<file path="config.mk">
export PLATFORM = sky130hd
export DESIGN_NAME = fetch_unit
export DESIGN_NICKNAME = d
export VERILOG_FILES = /design/src/rtl/fetch_unit.sv
export SDC_FILE = /design/constraint.sdc
export NUM_CORES = 1
export LEC_CHECK = 0
export ABC_AREA = 1
export ABC_CLOCK_PERIOD_IN_PS = 9900
export CORE_UTILIZATION = 25
export DETAILED_ROUTE_END_ITERATION = 10
export PLACE_DENSITY = 0.5
export SYNTH_ARGS = -nofsm -noshare
export SYNTH_HDL_FRONTEND = slang
export SYNTH_SLANG_ARGS = --single-unit
</file>
<file path="constraint.sdc">
create_clock -name clk -period 9.9 [get_ports clk]
set_input_delay 1.98 -clock clk [delete_from_list [all_inputs] [get_ports clk]]
set_output_delay 1.98 -clock clk [all_outputs]
set_load 0.05 [all_outputs]
</file>
<file path="src/rtl/fetch_unit.sv">
// fetch_unit: owns the PC, fetches one word at a time from instruction memory
// and buffers returned instructions in a small FIFO for the decode stage.
module fetch_unit #(
    parameter logic [31:0] RESET_PC = 32'h0000_0000,
    parameter int          DEPTH    = 2
) (
    input  logic        clk,
    input  logic        rst_n,
    output logic        imem_req_valid,
    input  logic        imem_req_ready,
    output logic [31:0] imem_req_addr,
    input  logic        imem_resp_valid,
    input  logic [31:0] imem_resp_data,
    input  logic        redirect_valid,
    input  logic [31:0] redirect_pc,
    output logic        id_valid,
    input  logic        id_ready,
    output logic [31:0] id_pc,
    output logic [31:0] id_inst,
    output logic [6:0]  id_opcode
);
    localparam int          AW   = $clog2(DEPTH);
    localparam logic [AW:0] FULL = (AW+1)'(DEPTH);
    localparam logic [0:0]  RUN  = 1'b0;
    localparam logic [0:0]  DROP = 1'b1;

    logic [31:0]   pc;
    logic [31:0]   tag;
    logic          outstanding;
    logic [0:0]    state;
    logic [31:0]   pc_mem [DEPTH];
    logic [31:0]   inst_mem [DEPTH];
    logic [AW-1:0] rd_ptr;
    logic [AW-1:0] wr_ptr;
    logic [AW:0]   count;
    logic [AW:0]   occ;
    logic          take;
    logic          fire;
    logic          push;
    logic          pop;

    // occ counts the slot already reserved by an in-flight request
    assign take           = id_valid && id_ready;
    assign occ            = count + {{AW{1'b0}}, outstanding};
    assign imem_req_valid = rst_n && state == RUN && !redirect_valid &&
                            (!outstanding || imem_resp_valid) && (occ < FULL || take);
    assign imem_req_addr  = pc;
    assign fire           = imem_req_valid && imem_req_ready;
    assign push           = state == RUN && outstanding && imem_resp_valid && !redirect_valid;
    assign pop            = take && !redirect_valid;
    assign id_valid       = count != '0;
    assign id_pc          = id_valid ? pc_mem[rd_ptr] : '0;
    assign id_inst        = id_valid ? inst_mem[rd_ptr] : '0;
    assign id_opcode      = id_inst[6:0];

    always_ff @(posedge clk or negedge rst_n) begin
        if (!rst_n) begin
            pc          <= RESET_PC;
            tag         <= '0;
            outstanding <= 1'b0;
            state       <= RUN;
            rd_ptr      <= '0;
            wr_ptr      <= '0;
            count       <= '0;
        end else if (redirect_valid) begin
            // a request still in flight cannot be cancelled, so its response is dropped later
            pc          <= redirect_pc & ~32'h3;
            outstanding <= outstanding && !imem_resp_valid;
            state       <= (outstanding && !imem_resp_valid) ? DROP : RUN;
            rd_ptr      <= '0;
            wr_ptr      <= '0;
            count       <= '0;
        end else begin
            if (fire) begin
                pc  <= pc + 32'd4;
                tag <= pc;
            end
            outstanding <= fire || (outstanding && !imem_resp_valid);
            if (state == DROP && imem_resp_valid) state <= RUN;
            if (push) wr_ptr <= wr_ptr + AW'(1);
            if (pop) rd_ptr <= rd_ptr + AW'(1);
            count <= count + {{AW{1'b0}}, push} - {{AW{1'b0}}, pop};
        end
    end

    always_ff @(posedge clk) begin
        if (push) begin
            pc_mem[wr_ptr]   <= tag;
            inst_mem[wr_ptr] <= imem_resp_data;
        end
    end

    always_ff @(posedge clk) begin
        if (rst_n) assert (!(push && !pop && count == FULL));
    end
endmodule

</file>
# After elaboration in Yosys (flattened, before gate mapping)
# Memory sizes are Yosys's and may differ from the RTL's.
# Index checks and enable logic that the tools add are counted.
# op_classes
addsub	6
n_lt_le_gt_ge	1
muxes	15
bitwise_logic	2
n_reduce_logical	24
# op_table
operator	count
2-to-1 mux 32 bit	4
adder 32 x 3 -> 32 bit, second input constant	1
logical AND 1 bit	12
2-to-1 mux 1 bit	10
nonzero test 2 bit	5
adder 2 x 1 -> 2 bit	2
zero test 1 bit	3
logical OR 1 bit	3
adder 1 bit, second input constant	2
less-than comparator 2 bit, second input constant	1
2-to-1 mux 2 bit	1
inverter 1 bit	2
AND reduction 2 bit	1
subtractor 2 x 1 -> 2 bit	1
# totals
ff_bits	70
mem_bits_rw	128
input_bits	70
out_inout_bits	105
wordCells	57
memories	2
# mem_list
memory	depth	width	read_ports	rd_ports_with_merged_regs	write_ports	line	text
inst_mem	2	32	1	0	1	32	logic [31:0] inst_mem [DEPTH];
pc_mem	2	32	1	0	1	31	logic [31:0] pc_mem [DEPTH];

# Longest topological paths before layout
# Gate-level depths: netlist of run 1.
# logic_depth
word_depth	8
depth_mapped	10
depth_no_buf	10

# Worst setup path before layout of run 1
# No wires, ideal clock.
# synth_path
path_kind	input port to flip-flop
start	input port redirect_valid
end	memory inst_mem[1][0], enable pin
arrival_ns	8.326
required_time_ns	9.265
path_slack_ns	0.938
path_stages	4
n_path_buf	1
path_cell_list	inv_2 clkbuf_1 nand2_1 nor4_1
# synth_between
elab_chain_len	4
# synth_rtl
element	line	text
from (decl)	14	input logic redirect_valid,
zero test 1 bit	49	assign push = state == RUN && outstanding && imem_resp_valid && !redirect_valid;
logical AND 1 bit	49	
2-to-1 mux 1 bit	87	if (push) begin
2-to-1 mux 1 bit (implied by the code)	89	inst_mem[wr_ptr] <= imem_resp_data;
to (decl)	32	
# Every way passes these cells.

# Worst setup path after layout of run 1
# layout_path
start	input port redirect_valid
end	output port imem_req_valid
# layout_between
elab_chain_len	4
# layout_rtl
element	line	text
zero test 1 bit	45	assign imem_req_valid = rst_n && state == RUN && !redirect_valid &&
logical AND 1 bit (2 in series)	45	
logical AND 1 bit	46	(!outstanding || imem_resp_valid) && (occ < FULL || take);
to (decl)	9	output logic imem_req_valid,
# Every way passes these cells.

==> results.toml, run 1 <==
[run_status]
status = "finished, final reports clean"

[cts]
clk_pin_slew_worst_paths_ps = 70
clock_latency_ps = 420
h-tree-depth = 4
root_buffer = "clkbuf_16"
cts_buffers = 17
clockBufferDepth = 2
cts_tree = "yes"
numClockSinks = 190
cts_resized = 0
hold_buffers = 0
post_cts_buffers = 0

[die]
rows = 66
coreArea_um2 = 32800
io_pins = 175
initial_core_util_pct = 25.6
dieArea_um2 = 34200
dieHeight_um = 185
fp.dieW_um = 185

[routing]
wl_mm = 23.0
drc = 0
first_pass_iters = 5
vias = 6392
post_drt_wl_per_cell_um = 15.5
drt_iter0_drc = 335
ant_nets = 0
viasPerCell = 4.30

[finish]
design_area_um2 = 11000
fillers = 3392
final_util_pct = 33.6
final_nets = 1103
stdcell_count = 1486
drive_gt1_share_pct = 6.23
syn_to_final_growth_pct = 31.7
diodes = 0

[timing]
fmax_mhz = 159
maxSlewViolCount = 0
max_slew_margin_pct = 42.4
fin_crit_ps = 6310
setup_ws_ps = 3590
finalSetupViolCount = 0
rsz0062_at_grt = "no"
worstMarginPinSlew_ps = 864
fin_crit_sh_pct = 63.7
hold_viol_final = 0
clock_skew_ps = 11.8
fin_tns_setup_ps = 0

[yosys]
synthTopCellsByArea = "edfxtp_1, dfrtp_1, nand2_1"
ys_top_cells_by_count = "nand2_1, edfxtp_1, a21oi_1"
syn_area_um2 = 8380
synth_seq_cells = 190
synth_edf_count = 124
synthFlopType = "edfxtp_1"
synth_compound_area_share_pct = 6.74
syn_avg_cell_area_um2 = 9.53
synth-adder-area-share_pct = 0.299
synth.distinct_cells = 35
synth_top_family_by_area = "simple AND/OR/NAND/NOR gates"
yosys_warnings = 0
syn_inst = 879
synth.area.mux_share_pct = 0
synthSimpleGateAreaFrac_pct = 22.7
ys_seq_area_share_pct = 64.2
ys_async_sr_fraction_pct = 34.7
yosysTopAreaCell = "edfxtp_1"
synthXorXnorAreaFrac_pct = 0.836
synth.most_common_cell = "nand2_1"
netlist.area_leader.share_pct = 44.5

[place]
placement.io_buffers = 168
place_area_um2 = 10400
dp_hpwl_mm = 15.2
place_inst = 1454
gp_congestion = 0.862
place_ws_ps = 3550

[grt]
gr-total-overflow = 0
grtUsageMet1_pct = 19.3
grt_max_degree = 65
top_usage_layer = "met2"
antenna_found_initial = 0
grt_pass1_vias = 6344
grt_use_met2_pct = 21.8
gr-usage-all-layers_pct = 13.9
use_met3_pct = 3.24
grt_pass1_wl_mm = 35.8

[worst_setup_path]
crit_path_max_incr_delay_ps = 790
crit_arrival_ps = 4330
start_kind = "input port"
cp_common_cell = "clkdlybuf4s50_1"
cp-end-kind = "output pin"
crit_chain = "clkdlybuf4s50_1 > buf_4 > inv_2 > nand3b_1 > nor2_2 > nand2_1 > inv_1 > clkdlybuf4s50_1"
cp_max_fo = 29
crit_slowest_cell = "clkdlybuf4s50_1"
path_buf_inv = 5
cp.required_ps = 7920
worstSetupPathType = "input port to output pin"
crit_family = "buffers and inverters"

[run]
maxCapViolCount = 0

[power]
irDropWorstVdd_mv = 0.126
power.leakage_nw = 4.29
power.density_nw_per_um2 = 194

[min_path]
hold_path.class = "register to register"
## placed cells by master, fill, tap and decap left out, drive strengths merged
| cell | count |
|---|---|
| nand2 | 351 |
| clkdlybuf4s50 | 167 |
| edfxtp | 124 |
| a21oi | 69 |
| dfrtp | 66 |
| nor2 | 66 |
| inv | 56 |
| nand3 | 44 |
| o21ai | 34 |
| clkbuf | 18 |
| buf | 9 |
| xor2 | 6 |
| clkinv | 6 |
| conb | 4 |
| nand3b | 3 |
| o211ai | 3 |
| nor3 | 3 |
| xnor2 | 2 |
| nand4 | 2 |
| a31oi | 2 |
| ha | 2 |
| bufinv | 2 |
| nor4 | 1 |
| a22oi | 1 |
| o22ai | 1 |
| and2 | 1 |
| or2 | 1 |
## cells by family after synthesis
family / after synthesis
buffers and inverters: 96
flip-flops: 190
adder cells (fa/ha/maj): 2
other: 1
AO/OA/AOI/OAI: 110
XOR/XNOR: 8
AND/OR/NAND/NOR: 472
## cell type report
class / count / area (um^2) / area share [%]
clock inverter: 14 / 154 / 1.40
clock buffer: 18 / 429 / 3.89
inverter: 50 / 188 / 1.70
multi-input combinational: 596 / 2590 / 23.5
tap: 442 / 553 / 5.01
timing repair buffer: 176 / 1740 / 15.7
sequential: 190 / 5380 / 48.7
## per-stage QoR
| step | hold slack [ps] | total power, W |
|---|---|---|
| 4_1_cts | 473 | 0.00217 |
| 3_3_place_gp | 451 | 0.00147 |
| 5_1_grt | 494 | 0.00224 |
| 3_5_place_dp | 456 | 0.00147 |
| 2_1_floorplan | 442 | 0.00129 |
| 6_report | 473 | 0.00214 |
## sequential cells by signal (all words and copies together), names as in the netlist
| signal | flops |
|---|---|
| state | 1 |
| wr_ptr | 1 |
| outstanding | 1 |
| rd_ptr | 1 |
| inst_mem | 64 |
| count | 2 |
| tag | 30 |
| pc_mem | 60 |
| imem_req_addr | 30 |
## metal layers
| metal | part of all wire [%] | up-vias |
|---|---|---|
| li1 | - | 3182 |
| met3 | 6.0 | 9 |
| met5 | 0 | - |
| met2 | 45 | 179 |
| met4 | 0.65 | 0 |
| met1 | 49 | 3022 |
## power breakdown
part	switching (W)	internal [W]
clock network	0.000313	0.000379
registers	0.0000639	0.000925
logic	0.000314	0.000147
total	0.000691	0.00145
## path summary, 6_finish.rpt
kind	startpoint	to	slack, ps	depth (start not counted)
max in group asynchronous	rst_n	tag[7]$_DFFE_PN0P_	7420	3
min	tag[30]$_DFFE_PN0P_	pc_mem[0][30]$_DFFE_PP_	470	0
max reg2reg	state$_DFFE_PN0P_	imem_req_addr[18]$_DFFE_PN0P_	7430	7
min reg2reg	tag[30]$_DFFE_PN0P_	pc_mem[0][30]$_DFFE_PP_	470	0
min in group asynchronous	rst_n	imem_req_addr[19]$_DFFE_PN0P_	1560	2
max	redirect_valid	imem_req_valid	3590	8
## worst register-to-register path: cells and delay by family (launching register included)
family | cells | cell delay (ps)
AND/OR/NAND/NOR | 6 | 1690
buffers and inverters | 1 | 270
flip-flops | 1 | 410
Power figures use the tool's default switching activity.
==> run 2: changes to the inputs <==
--- a/config.mk
+++ b/config.mk
@@ -6,10 +6,10 @@
 export NUM_CORES = 1
 export LEC_CHECK = 0
 export ABC_AREA = 1
-export ABC_CLOCK_PERIOD_IN_PS = 9900
+export ABC_CLOCK_PERIOD_IN_PS = 5300
 export CORE_UTILIZATION = 25
 export DETAILED_ROUTE_END_ITERATION = 10
-export PLACE_DENSITY = 0.5
+export PLACE_DENSITY = 0.52
 export SYNTH_ARGS = -nofsm -noshare
 export SYNTH_HDL_FRONTEND = slang
 export SYNTH_SLANG_ARGS = --single-unit
==> constraint.sdc (replaced) <==
create_clock -name clk -period 5.3 [get_ports clk]
set_input_delay 1.06 -clock clk [delete_from_list [all_inputs] [get_ports clk]]
set_output_delay 1.06 -clock clk [all_outputs]
set_load 0.05 [all_outputs]
==> run 2 against run 1 <==
Design area up 0.15%. Register-to-register slack got worse by 4100 ps. Worst hold slack barely moved. Largest power group unchanged. Die area is the same. Sequential power increased by 86%. Sequential cell count did not move. Cell count grew 0.20%. Highest routed layer unchanged. Routed wire length down 2.1%. First-iteration DRC count decreased by 3.9%.
==> results.toml, run 2 (same netlist as run 1, synthesis figures left out) <==
[finish]
diodes = 0
syn_to_final_growth_pct = 31.9
final_cell_mix = "nand2_1, clkdlybuf4s50_1, edfxtp_1, a21oi_1, dfrtp_1"
drive_gt1_share_pct = 6.59
reg_top3 = "inst_mem: 64 flops, pc_mem: 60 flops"
final_common_cell = "nand2_1"
largest-register = "inst_mem"
multi_input_area_um2 = 2600
seq_area_um2 = 5380
final_nets = 1106
largest_reg_flops = 64
fillers = 3398

[cts]
clk_pin_slew_worst_paths_ps = 70
numClockSinks = 190
cts_buffers = 17
cts_tree = "yes"
root_buffer = "clkbuf_16"
post_cts_buffers = 0
h-tree-depth = 4
clock_latency_ps = 420
cts_resized = 0
hold_buffers = 0
clockBufferDepth = 2

[grt]
grt_pass1_wl_mm = 34.8
gr-usage-all-layers_pct = 13.5
antenna_found_initial = 0
grt_pass1_vias = 6080
gr-total-overflow = 0
grt_max_degree = 63

[routing]
vias = 6333
drt_iter0_drc = 322
wl_mm = 22.5
ant_nets = 0
first_pass_iters = 5
drc = 0
viasPerCell = 4.25
post_drt_wl_per_cell_um = 15.1

[timing]
maxSlewViolCount = 0
fmax_mhz = 249
worstMarginPinSlew_ps = 1050
fin_tns_setup_ps = 0
rsz0062_at_grt = "no"
fin_crit_ps = 4020
fin_crit_sh_pct = 75.8
finalSetupViolCount = 0
max_slew_margin_pct = 29.6
hold_viol_final = 0
clock_skew_ps = 8.11

[min_path]
hp-start = "tag[11]$_DFFE_PN0P_"
hold_path.class = "register to register"

[worst_setup_path]
worstSetupStartpoint = "rd_ptr$_DFFE_PN0P_"
rr_startpoint = "state$_DFFE_PN0P_"
crit_chain = "inv_2 > buf_4 > nand2_1 > a21oi_1 > clkdlybuf4s50_1"
crit_arrival_ps = 2960
worstSetupPathType = "register to output pin"
crit_slowest_cell = "clkdlybuf4s50_1"
crit_family = "buffers and inverters"
cp_max_fo = 37
crit_path_max_incr_delay_ps = 840
path_buf_inv = 3
cp.required_ps = 4240
cp-end-kind = "output pin"
start_kind = "register"

[die]
dieArea_um2 = 34200
coreArea_um2 = 32800
dieHeight_um = 185
initial_core_util_pct = 25.6
fp.dieW_um = 185
rows = 66
io_pins = 175

[power]
power.leakage_nw = 4.30
irDropWorstVdd_mv = 0.226
finalPower_w = 0.00396
power.density_nw_per_um2 = 358

[run]
maxCapViolCount = 0

[place]
gp_congestion = 0.869
dp_hpwl_mm = 15.4
placement.io_buffers = 168

[run_status]
status = "finished, final reports clean"
==> run 2: per-layer routing <==
layer	GRT usage (%)	vias to the layer above	share of wire, %
li1	-	3193	-
met4	3.90	0	1.1
met3	2.26	13	5.0
met1	18.7	2937	49
met2	21.5	190	45
met5	0	-	0
==> run 2: path summary, 6_finish.rpt <==
check	slack [ps]	to	cells after the start
max	1280	id_inst[4]	5
min	470	pc_mem[1][11]$_DFFE_PP_	0
max reg2reg	3320	inst_mem[0][6]$_DFFE_PP_	4
min reg2reg	470	pc_mem[1][11]$_DFFE_PP_	0
max in group asynchronous	3750	rd_ptr$_DFFE_PN0P_	3
min in group asynchronous	650	imem_req_addr[24]$_DFFE_PN0P_	2
==> run 2: worst register-to-register path: stages (launching register included) <==
cell and delay, ps:
dfrtp_1 430, nor3_1 350, nand2_1 210, nor2_4 140, buf_4 460
==> run 2: area by class of cell <==
| class | instances | share of cell area, % |
|---|---|---|
| Sequential cell | 190 | 48.7 |
| Multi-Input combinational cell | 596 | 23.6 |
| Timing Repair Buffer | 179 | 15.9 |
| Tap cell | 442 | 5.01 |
| Clock buffer | 19 | 4.01 |
| Inverter | 50 | 1.70 |
| Clock inverter | 13 | 1.16 |
==> run 2: where the power goes <==
| part | switching (W) | total [W] | internal, W |
|---|---|---|---|
| clock | 0.000580 | 0.00125 | 0.000675 |
| combinational | 0.000587 | 0.000862 | 0.000275 |
| sequential | 0.000113 | 0.00184 | 0.00173 |
| total | 0.00128 | 0.00396 | 0.00268 |
==> run 2: metrics by stage <==
stage	area (um^2)	instances	hold slack [ps]	utilization, %	setup WS, ps
final	11000	1489	473	33.7	1280
after global routing	11000	1489	489	33.7	1060
after floorplan	8400	882	442	-	626
after global placement	10500	1457	452	32.0	1400
after CTS	11000	1489	471	33.7	1220
after detailed placement	10500	1457	455	32.0	1400
==> run 3: changes to the inputs <==
--- a/config.mk
+++ b/config.mk
@@ -6,10 +6,10 @@
 export NUM_CORES = 1
 export LEC_CHECK = 0
 export ABC_AREA = 1
-export ABC_CLOCK_PERIOD_IN_PS = 5300
+export ABC_CLOCK_PERIOD_IN_PS = 4200
 export CORE_UTILIZATION = 25
 export DETAILED_ROUTE_END_ITERATION = 10
-export PLACE_DENSITY = 0.52
+export PLACE_DENSITY = 0.5
 export SYNTH_ARGS = -nofsm -noshare
 export SYNTH_HDL_FRONTEND = slang
 export SYNTH_SLANG_ARGS = --single-unit
==> constraint.sdc (replaced) <==
create_clock -name clk -period 4.2 [get_ports clk]
set_input_delay 0.84 -clock clk [delete_from_list [all_inputs] [get_ports clk]]
set_output_delay 0.84 -clock clk [all_outputs]
set_load 0.05 [all_outputs]
==> run 3 against run 2 <==
Sequential share of layout area is 0.14 points lower. Worst hold slack barely moved. Sequential power increased by 27%. Largest cell class unchanged. Cell count grew 0.40%. Largest power group unchanged.
==> results.toml, run 3 (same netlist as run 1, synthesis figures left out) <==
[worst_setup_path]
cp-end-kind = "output pin"
cp_common_cell = "inv_2"
crit_path_max_incr_delay_ps = 750
cp.required_ps = 3360
crit_arrival_ps = 2540
worstSetupPathType = "register to output pin"
crit_slowest_cell = "clkdlybuf4s50_1"
start_kind = "register"
cp_max_fo = 40
crit_chain = "inv_2 > nand2_2 > inv_2 > a21oi_1 > clkdlybuf4s50_1"

[place]
dp_hpwl_mm = 15.9
placement.io_buffers = 168
gp_congestion = 0.838
place_ws_ps = 1150

[finish]
final_nets = 1112
largest_reg_flops = 64
final_cell_mix = "nand2_1, clkdlybuf4s50_1, edfxtp_1, a21oi_1, dfrtp_1"
drive_gt1_share_pct = 9.59
largest-register = "inst_mem"
diodes = 0
reg_top3 = "inst_mem: 64 flops, pc_mem: 60 flops"
final_util_pct = 33.8
final_common_cell = "nand2_1"
syn_to_final_growth_pct = 32.2

[routing]
viasPerCell = 4.27
first_pass_iters = 4
wl_mm = 23.1
post_drt_wl_per_cell_um = 15.4
drt_iter0_drc = 407
drc = 0
vias = 6378
ant_nets = 0

[die]
dieHeight_um = 185
io_pins = 175
rows = 66
coreArea_um2 = 32800
fp.dieW_um = 185
dieArea_um2 = 34200
initial_core_util_pct = 25.6

[min_path]
hold_path.class = "register to register"

[cts]
numClockSinks = 190
cts_resized = 0
hold_buffers = 0
clk_pin_slew_worst_paths_ps = 70
clock_latency_ps = 430
root_buffer = "clkbuf_16"
post_cts_buffers = 0
h-tree-depth = 4
cts_buffers = 17
clockBufferDepth = 2
cts_tree = "yes"

[power]
clockPowerShare_pct = 32.3
internal_power_w = 0.00338
swShare_pct = 33.0
power.density_nw_per_um2 = 456
power.leakage_nw = 4.39
p_seq_share_pct = 46.1
irDropWorstVdd_mv = 0.302
finalPower_w = 0.00505
p_comb_share_pct = 21.6
power.switching_w = 0.00167

[timing]
setup_ws_ps = 824
hold_viol_final = 0
worstMarginPinSlew_ps = 842
fin_tns_setup_ps = 0
clock_skew_ps = 13.7
fmax_mhz = 296
fin_crit_sh_pct = 80.4
max_slew_margin_pct = 43.8
finalSetupViolCount = 0
fin_crit_ps = 3380
rsz0062_at_grt = "no"
maxSlewViolCount = 0

[grt]
gr-total-overflow = 0
antenna_found_initial = 0
grt_pass1_vias = 6213
grt_pass1_wl_mm = 35.4
gr-usage-all-layers_pct = 13.9
grt_max_degree = 49

[run_status]
status = "finished, final reports clean"

[run]
maxCapViolCount = 0
-- run 3: cell types whose count changed in the layout (fill, tap and decap cells not counted) --
cell             previous run  this run
clkinv_4                    0         1
buf_4                      12        42
clkinv_8                    0         2
clkinv_2                    3         0
inv_6                       4         5
inv_8                       3         4
clkbuf_8                    1         0
buf_12                      0         2
inv_4                       1         0
clkdlybuf4s50_1           166       140
-- run 3: through the flow --
step	instances	area, um^2	hold WS [ps]
after global placement	1463	10500	453
after floorplan	882	8410	442
after CTS	1495	11100	476
after detailed placement	1463	10500	458
final	1495	11100	473
after global routing	1495	11100	488
-- run 3: layout make-up --
| cell class | count | area (um^2) |
|---|---|---|
| Clock buffer | 18 | 429 |
| Fill cell | 3346 | 21700 |
| Multi-Input combinational cell | 596 | 2600 |
| Clock inverter | 14 | 168 |
| Sequential cell | 190 | 5380 |
| Tap cell | 442 | 553 |
| Inverter | 50 | 188 |
| Timing Repair Buffer | 185 | 1760 |
-- run 3: critical path: cells and delay by family (launching register included) --
family	cells	cell delay (ps)
buffers and inverters	3	1440
DFF	1	420
AOI/OAI and AO/OA	1	150
and+or+nand+nor	1	70
-- run 3: layer usage --
layer,routed length [um],track usage [%],vias to the layer above
met4,246,3.70,0
met3,1460,3.60,17
met5,0,0,-
met1,11100,18.8,2979
li1,-,-,3206
met2,10200,22.0,176
-- run 3: power by group through the flow --
stage	Combinational [W]	Clock, W	Sequential (W)
2_1_floorplan	0.000589	0	0.00244
3_3_place_gp	0.00110	0	0.00236
3_5_place_dp	0.00110	0	0.00237
4_1_cts	0.00111	0.00169	0.00233
5_1_grt	0.00118	0.00176	0.00235
6_report	0.00109	0.00163	0.00233
-- run 3: worst paths after layout --
kind                                startpoint                           end  slack (ps)  depth (start not counted)
max in group asynchronous                rst_n            rd_ptr$_DFFE_PN0P_        2790                          3
min in group asynchronous                rst_n  imem_req_addr[2]$_DFFE_PN0P_         490                          2
min reg2reg                tag[30]$_DFFE_PN0P_       pc_mem[0][30]$_DFFE_PP_         470                          0
max reg2reg                  state$_DFFE_PN0P_      inst_mem[0][6]$_DFFE_PP_        2180                          4
max                         count[1]$_DFF_PN0_                  id_opcode[3]         820                          5
min                        tag[30]$_DFFE_PN0P_       pc_mem[0][30]$_DFFE_PP_         470                          0
==> edit 1 (config.mk and constraints of run 1) <==
Change the parameter `DEPTH` from 2 to 8.
--- a/src/rtl/fetch_unit.sv
+++ b/src/rtl/fetch_unit.sv
@@ -4,3 +4,3 @@
     parameter logic [31:0] RESET_PC = 32'h0000_0000,
-    parameter int          DEPTH    = 2
+    parameter int          DEPTH    = 8
 ) (
Function: changed (a bounded check fails within 4 cycles, from zero or initial values and one cycle with rst_n low).
==> edit 1 against run 1 <==
Die area grew to 2.8 times the old value. Setup slack worse by 0.96 ns. Combinational power grew to 5.6 times the old value. Final cell count is 130% higher. Wire length grew to 2.7 times the old value. Core utilization is 3.2 points lower. Sequential cell count is 378 higher. Synthesized area grew to 2.8 times the old value. Final area grew to 2.5 times the old value. Total power grew to 3.6 times the old value. Highest routed layer unchanged.
==> edit 1: results (changes against run 1) <==
| Metric | Value |
|---|---|
| Status | finished clean |
| Global Route met3 Usage | 0.03173 (-0.0007167) |
| Total GRT Usage | 0.1320 (-0.006853) |
| Fraction of the mapped netlist area in adder cells | 0.005675 (+0.002688) |
| VDD IR max | 161.6 uV (+29%) |
| Worst skew pair latency | 0.62 ns (+0.20 ns) |
| Input/output buffers | 168 (unchanged) |
| Root Driver | clkbuf_16 |
| Gpl congestion | 0.7939 (-7.9%) |
| CTS buffer count | 58 (+41) |
| Clock buffer depth | 3 (+1) |
| Via count | 15580 (+140%) |
| P_sw | 2.953 mW (+330%) |
| Routed WL per cell | 18.18 um (+17%) |
| Worst flop-to-flop path endpoint | imem_req_addr[10] |
| Residual DRC count | 0 (unchanged) |
| Synth Area in XOR/XNOR | 0.001124 (-0.007240) |
| HPWL after DPL | 35.68 mm (+130%) |
| FFs w/ async S/R, synth | 0.1268 (-0.2206) |
| Nets@finish | 2260 (+100%) |
| Worst Hold Depth | 2 (+2) |
| Antenna cell count | 0 (unchanged) |
| Clock skew | 0.02841 ns (+0.01664 ns) |
| Reg-to-reg setup timing slack | 6.15 ns (-1.28 ns) |
| Post-CTS resize count | 0 (unchanged) |
| Hold Crit Endpoint | imem_req_addr[31] |
| Yosys cell types | 34 (-2.9%) |
| Number of synthesized flops with an enable pin | 496 (+300%) |
| Worst Hold Class | reg -> reg |
| Arr. time, crit path | 5.28 ns (+0.95 ns) |
| Initial drt markers | 1114 (+230%) |
| Synth area leader | edfxtp_1 |
| Iteration count of the initial detailed-routing pass | 5 (unchanged) |
| Share of cells above drive strength 1 | 0.05758 (-0.004681) |
| Synth Warn # | 0 (unchanged) |
| Number of H-tree levels | 2 (-2) |
| Met1 Use GR | 0.1768 (-0.01641) |
| GR Layer Usage met2 | 0.2140 (-0.004480) |
| Sequential area share after synthesis | 0.7144 (+0.07271) |
| Worst Hold Launch | imem_req_addr[31] |
| Synth top cells by count | 499 x nor2_1, 496 x edfxtp_1, 402 x o21ai_0, 203 x nand2_1, 72 x dfrtp_1 |
| P_leak | 9.465 nW (+120%) |
| First-pass GRT wire length | 95.14 mm (+170%) |
| Crit Path Max Fanout | 51 (+76%) |
| Critical R2R Launch | count[2] |
| WHS | 0.5829 ns (+0.1102 ns) |
| Post-synthesis mux area share | 0 (unchanged) |
| Biggest regs | inst_mem x256, pc_mem x240 |
| Worst slew pin tran | 1.240 ns (+0.3761 ns) |
| Synth top area cells | edfxtp_1 64%, o21ai_0 8.6%, nor2_1 8.0%, dfrtp_1 7.7%, nand2_1 3.3% |
| Compound-Gate Fraction of Synth Area | 0.1131 (+0.04570) |
| CTS clk-pin slew, worst paths | 0.06 ns |
| Initial antenna violation count | 0 (unchanged) |
| Postcts setup bufs | 0 (unchanged) |
| Pin count of the biggest net entering global routing | 105 (+62%) |
| Depth of the worst register-to-register path | 11 (+4) |
| Placed cell areas | 26250 sq um (+150%) |
edit 1: changes by cell type after synthesis, moves of 9 or more:
| cell | run 1 | this run |
|---|---|---|
| clkbuf_1 | 24 | 68 |
| edfxtp_1 | 124 | 496 |
| inv_1 | 40 | 53 |
| o21ai_0 | 7 | 402 |
| nand3_1 | 43 | 55 |
| a21oi_1 | 69 | 8 |
| buf_2 | 5 | 33 |
| nor2_1 | 61 | 499 |
| a31oi_1 | 2 | 65 |
| nand2_1 | 345 | 203 |
| or2_2 | 1 | 10 |
edit 1: layout make-up:
type                            count  area (sq um)
Clock inverter                     24         181.4
Inverter                           59         231.5
Tap cell                         1243          1555
Sequential cell                   568         16700
Timing Repair Buffer              190          1844
Multi-Input combinational cell   1303          5918
Clock buffer                       79          1572
Fill cell                        9279         64070
edit 1: power groups by stage:
stage          clock network, mW  registers [mW]  logic [mW]
2_1_floorplan                  0            3.06        1.70
3_3_place_gp                   0            3.09        2.61
3_5_place_dp                   0            3.10        2.64
4_1_cts                     2.10            3.06        2.65
5_1_grt                     2.19            3.08        2.83
6_report                    2.04            3.06        2.59
edit 1: kinds of logic after synthesis:
logic type | Yosys count
and+or+nand+nor | 777
DFF | 568
AOI/OAI and AO/OA | 509
buffers and inverters | 189
adders and majority gates | 10
xor gates and xnor gates | 3
other | 1
edit 1: how the worst max path moves through the flow:
| stage | slack, ns | end | start | cells after the start |
|---|---|---|---|---|
| after CTS | 2.59 | imem_req_valid | redirect_valid | 9 |
| after global placement | 2.59 | imem_req_valid | redirect_valid | 9 |
| final | 2.64 | imem_req_valid | redirect_valid | 9 |
| after floorplan | 2.62 | inst_mem[6][0] | redirect_valid | 4 |
| after global routing | 2.35 | imem_req_valid | redirect_valid | 9 |
| after detailed placement | 2.60 | imem_req_valid | redirect_valid | 9 |
edit 1: per-stage QoR:
step | std cells | utilization | setup slack (ns)
5_1_grt | 3466 | 0.3041 | 2.354
3_3_place_gp | 3363 | 0.2851 | 2.591
3_5_place_dp | 3363 | 0.2851 | 2.604
4_1_cts | 3466 | 0.3041 | 2.586
2_1_floorplan | 2060 | - | 2.620
6_report | 3466 | 0.3041 | 2.636
edit 1: per-layer routing:
metal,wire (um),vias to the layer above
met5,0,-
met4,1107,0
met3,4045,69
met2,29210,364
met1,28630,7674
li1,-,7469
edit 1: critical path, cell delays in order:
cell and delay, ns:
clkdlybuf4s50_1 0.91, inv_2 0.96, nand2_1 0.15, inv_2 0.10, nand2_1 0.06, nor2_2 0.16, nand2_1 0.09, inv_1 0.07
clkdlybuf4s50_1 0.80
==> edit 2 (flow settings as in run 1) <==
Made on the original files. Make the reset (`rst_n`) synchronous in one clocked block.
--- a/src/rtl/fetch_unit.sv
+++ b/src/rtl/fetch_unit.sv
@@ -55,3 +55,3 @@
 
-    always_ff @(posedge clk or negedge rst_n) begin
+    always_ff @(posedge clk) begin
         if (!rst_n) begin
Check against the original RTL: differs if rst_n is asserted again (counterexample within 4 cycles, from zero or initial values and one cycle with rst_n low); with rst_n held inactive, the same outputs for 4 cycles.
==> edit 2 against run 1 <==
Critical endpoint unchanged. Setup slack improved by 0.079 ns. Synthesized cell count increased by 1.3%. Sequential cell count increased by 1. Final area decreased by 1.7%. Count of clock-buffer cells in the layout decreased by 1. Wire length increased by 0.11%. Synthesized area decreased by 1.9%. Non-clock buffer count increased by 1. Sequential share of layout area decreased by 2.0 points.
Power is not compared: it rests on default switching activity, and its combinational part moved more than twofold at a synthesized area within 25%.
==> edit 2: results (changes against run 1) <==
| Metric | Value |
|---|---|
| Postcts setup bufs | 0 (unchanged) |
| Worst slew pin tran | 0.9063 ns (+0.04196 ns) |
| Hold Fails Final Rpt | 0 (unchanged) |
| Arr. time, crit path | 4.25 ns (-0.08 ns) |
| Yosys cell types | 32 (-8.6%) |
| Vias per inst | 4.296 (-0.12%) |
| CTS clk-pin slew, worst paths | 0.08 ns |
| CTS buffer count | 17 (unchanged) |
| Number of synthesized flops with an enable pin | 124 (unchanged) |
| Multi-input gate area | 2724 sq um (+5.1%) |
| Gpl congestion | 0.8666 (+0.57%) |
| CP max stage delay | 1.02 ns (+0.23 ns) |
| Initial drt markers | 319 (-4.8%) |
| Synth top area cells | edfxtp_1 45%, dfxtp_1 16%, nand2_1 14%, a21oi_1 6.8%, nor2_1 3.0% |
| Total GRT Usage | 0.1393 (+0.0004733) |
| Pre-CTS setup slack | 3.643 ns (+0.09114 ns) |
| Crit Path Max Fanout | 22 (-24%) |
| Sequential area share after synthesis | 0.6164 (-0.02526) |
| Fill cell count | 3338 (-1.6%) |
| Post-Route WL | 23.04 mm (+0.11%) |
| Synth top cells by count | 316 x nand2_1, 124 x edfxtp_1, 111 x a21oi_1, 67 x dfxtp_1, 66 x nor2_1 |
| Placed cell areas | 10250 sq um (-1.9%) |
| Pin count of the biggest net entering global routing | 67 (+3.1%) |
| Clock buffer depth | 2 (unchanged) |
| Share of cells above drive strength 1 | 0.06006 (-0.002203) |
| P_leak | 3.756 nW |
| Routed WL per cell | 15.45 um (-0.22%) |
| HPWL after DPL | 14.98 mm (-1.5%) |
| Biggest regs | inst_mem x64, pc_mem x60 |
| Synthesized instance count | 890 (+1.3%) |
| Max stage delay cell, worst path | clkdlybuf4s50_1 |
| Clock skew | 0.01489 ns (+0.003115 ns) |
| Post-CTS resize count | 0 (unchanged) |
| Vias in the first global route | 6059 (-4.5%) |
| Iteration count of the initial detailed-routing pass | 5 (unchanged) |
| Nets@finish | 1109 (+0.54%) |
| Root Driver | clkbuf_16 |
| Status | finished clean |
| First-pass GRT wire length | 35.22 mm (-1.5%) |
| Input/output buffers | 168 (unchanged) |
| FFs w/ async S/R, synth | 0 (-0.3474) |
## edit 2: kinds of logic after synthesis
| group | after synthesis | synth area share |
|---|---|---|
| adder cells (fa/ha/maj) | 3 | 0.004569 |
| XOR/XNOR | 9 | 0.009593 |
| flip-flops | 191 | 0.6164 |
| AO/OA/AOI/OAI | 148 | 0.09289 |
| other | 1 | 0.0004564 |
| AND/OR/NAND/NOR | 443 | 0.2199 |
| buffers and inverters | 95 | 0.05619 |
## edit 2: worst paths after layout
path	cells after the start	endpoint	from	slack [ns]
setup / recovery	6	imem_req_valid	rst_n	3.67
hold / removal	0	pc_mem[0][31]	tag[31]	0.45
setup reg to reg	11	count[1]	count[1]	7.37
hold reg to reg	0	pc_mem[0][31]	tag[31]	0.45
## edit 2: power by group through the flow
stage               Combinational [mW]  Sequential [mW]  Clock (mW)
floorplan                       0.0561            0.915           0
global placement                 0.138            0.897           0
detailed placement               0.139            0.897           0
CTS                              0.140            0.879       0.705
global route                     0.150            0.881       0.739
finish                           0.138            0.879       0.682
## edit 2: layout make-up
type                    count  share of cell area
clock buffers              17             0.03924
clock inverters            15             0.01524
inverters                  42             0.01454
multi-input cells         607              0.2513
flip-flops and latches    191              0.4673
well taps                 442             0.05102
repair buffers            177              0.1614
## edit 2: layer usage
metal	GRT usage	part of all wire	up-vias	routed length, um
met5	0	0	-	0
met4	0.04633	0.019	0	437
met3	0.02522	0.050	26	1155
met2	0.2173	0.44	197	10140
met1	0.1936	0.49	2941	11300
li1	-	-	3242	-
## edit 2: worst register-to-register path, delay by kind of cell (launching register included)
kind	cells	cell delay [ns]
xor gates and xnor gates	1	0.13
and+or+nand+nor	4	0.61
DFF	1	0.37
buffers and inverters	3	0.79
adders and majority gates	2	0.46
AOI/OAI and AO/OA	1	0.11
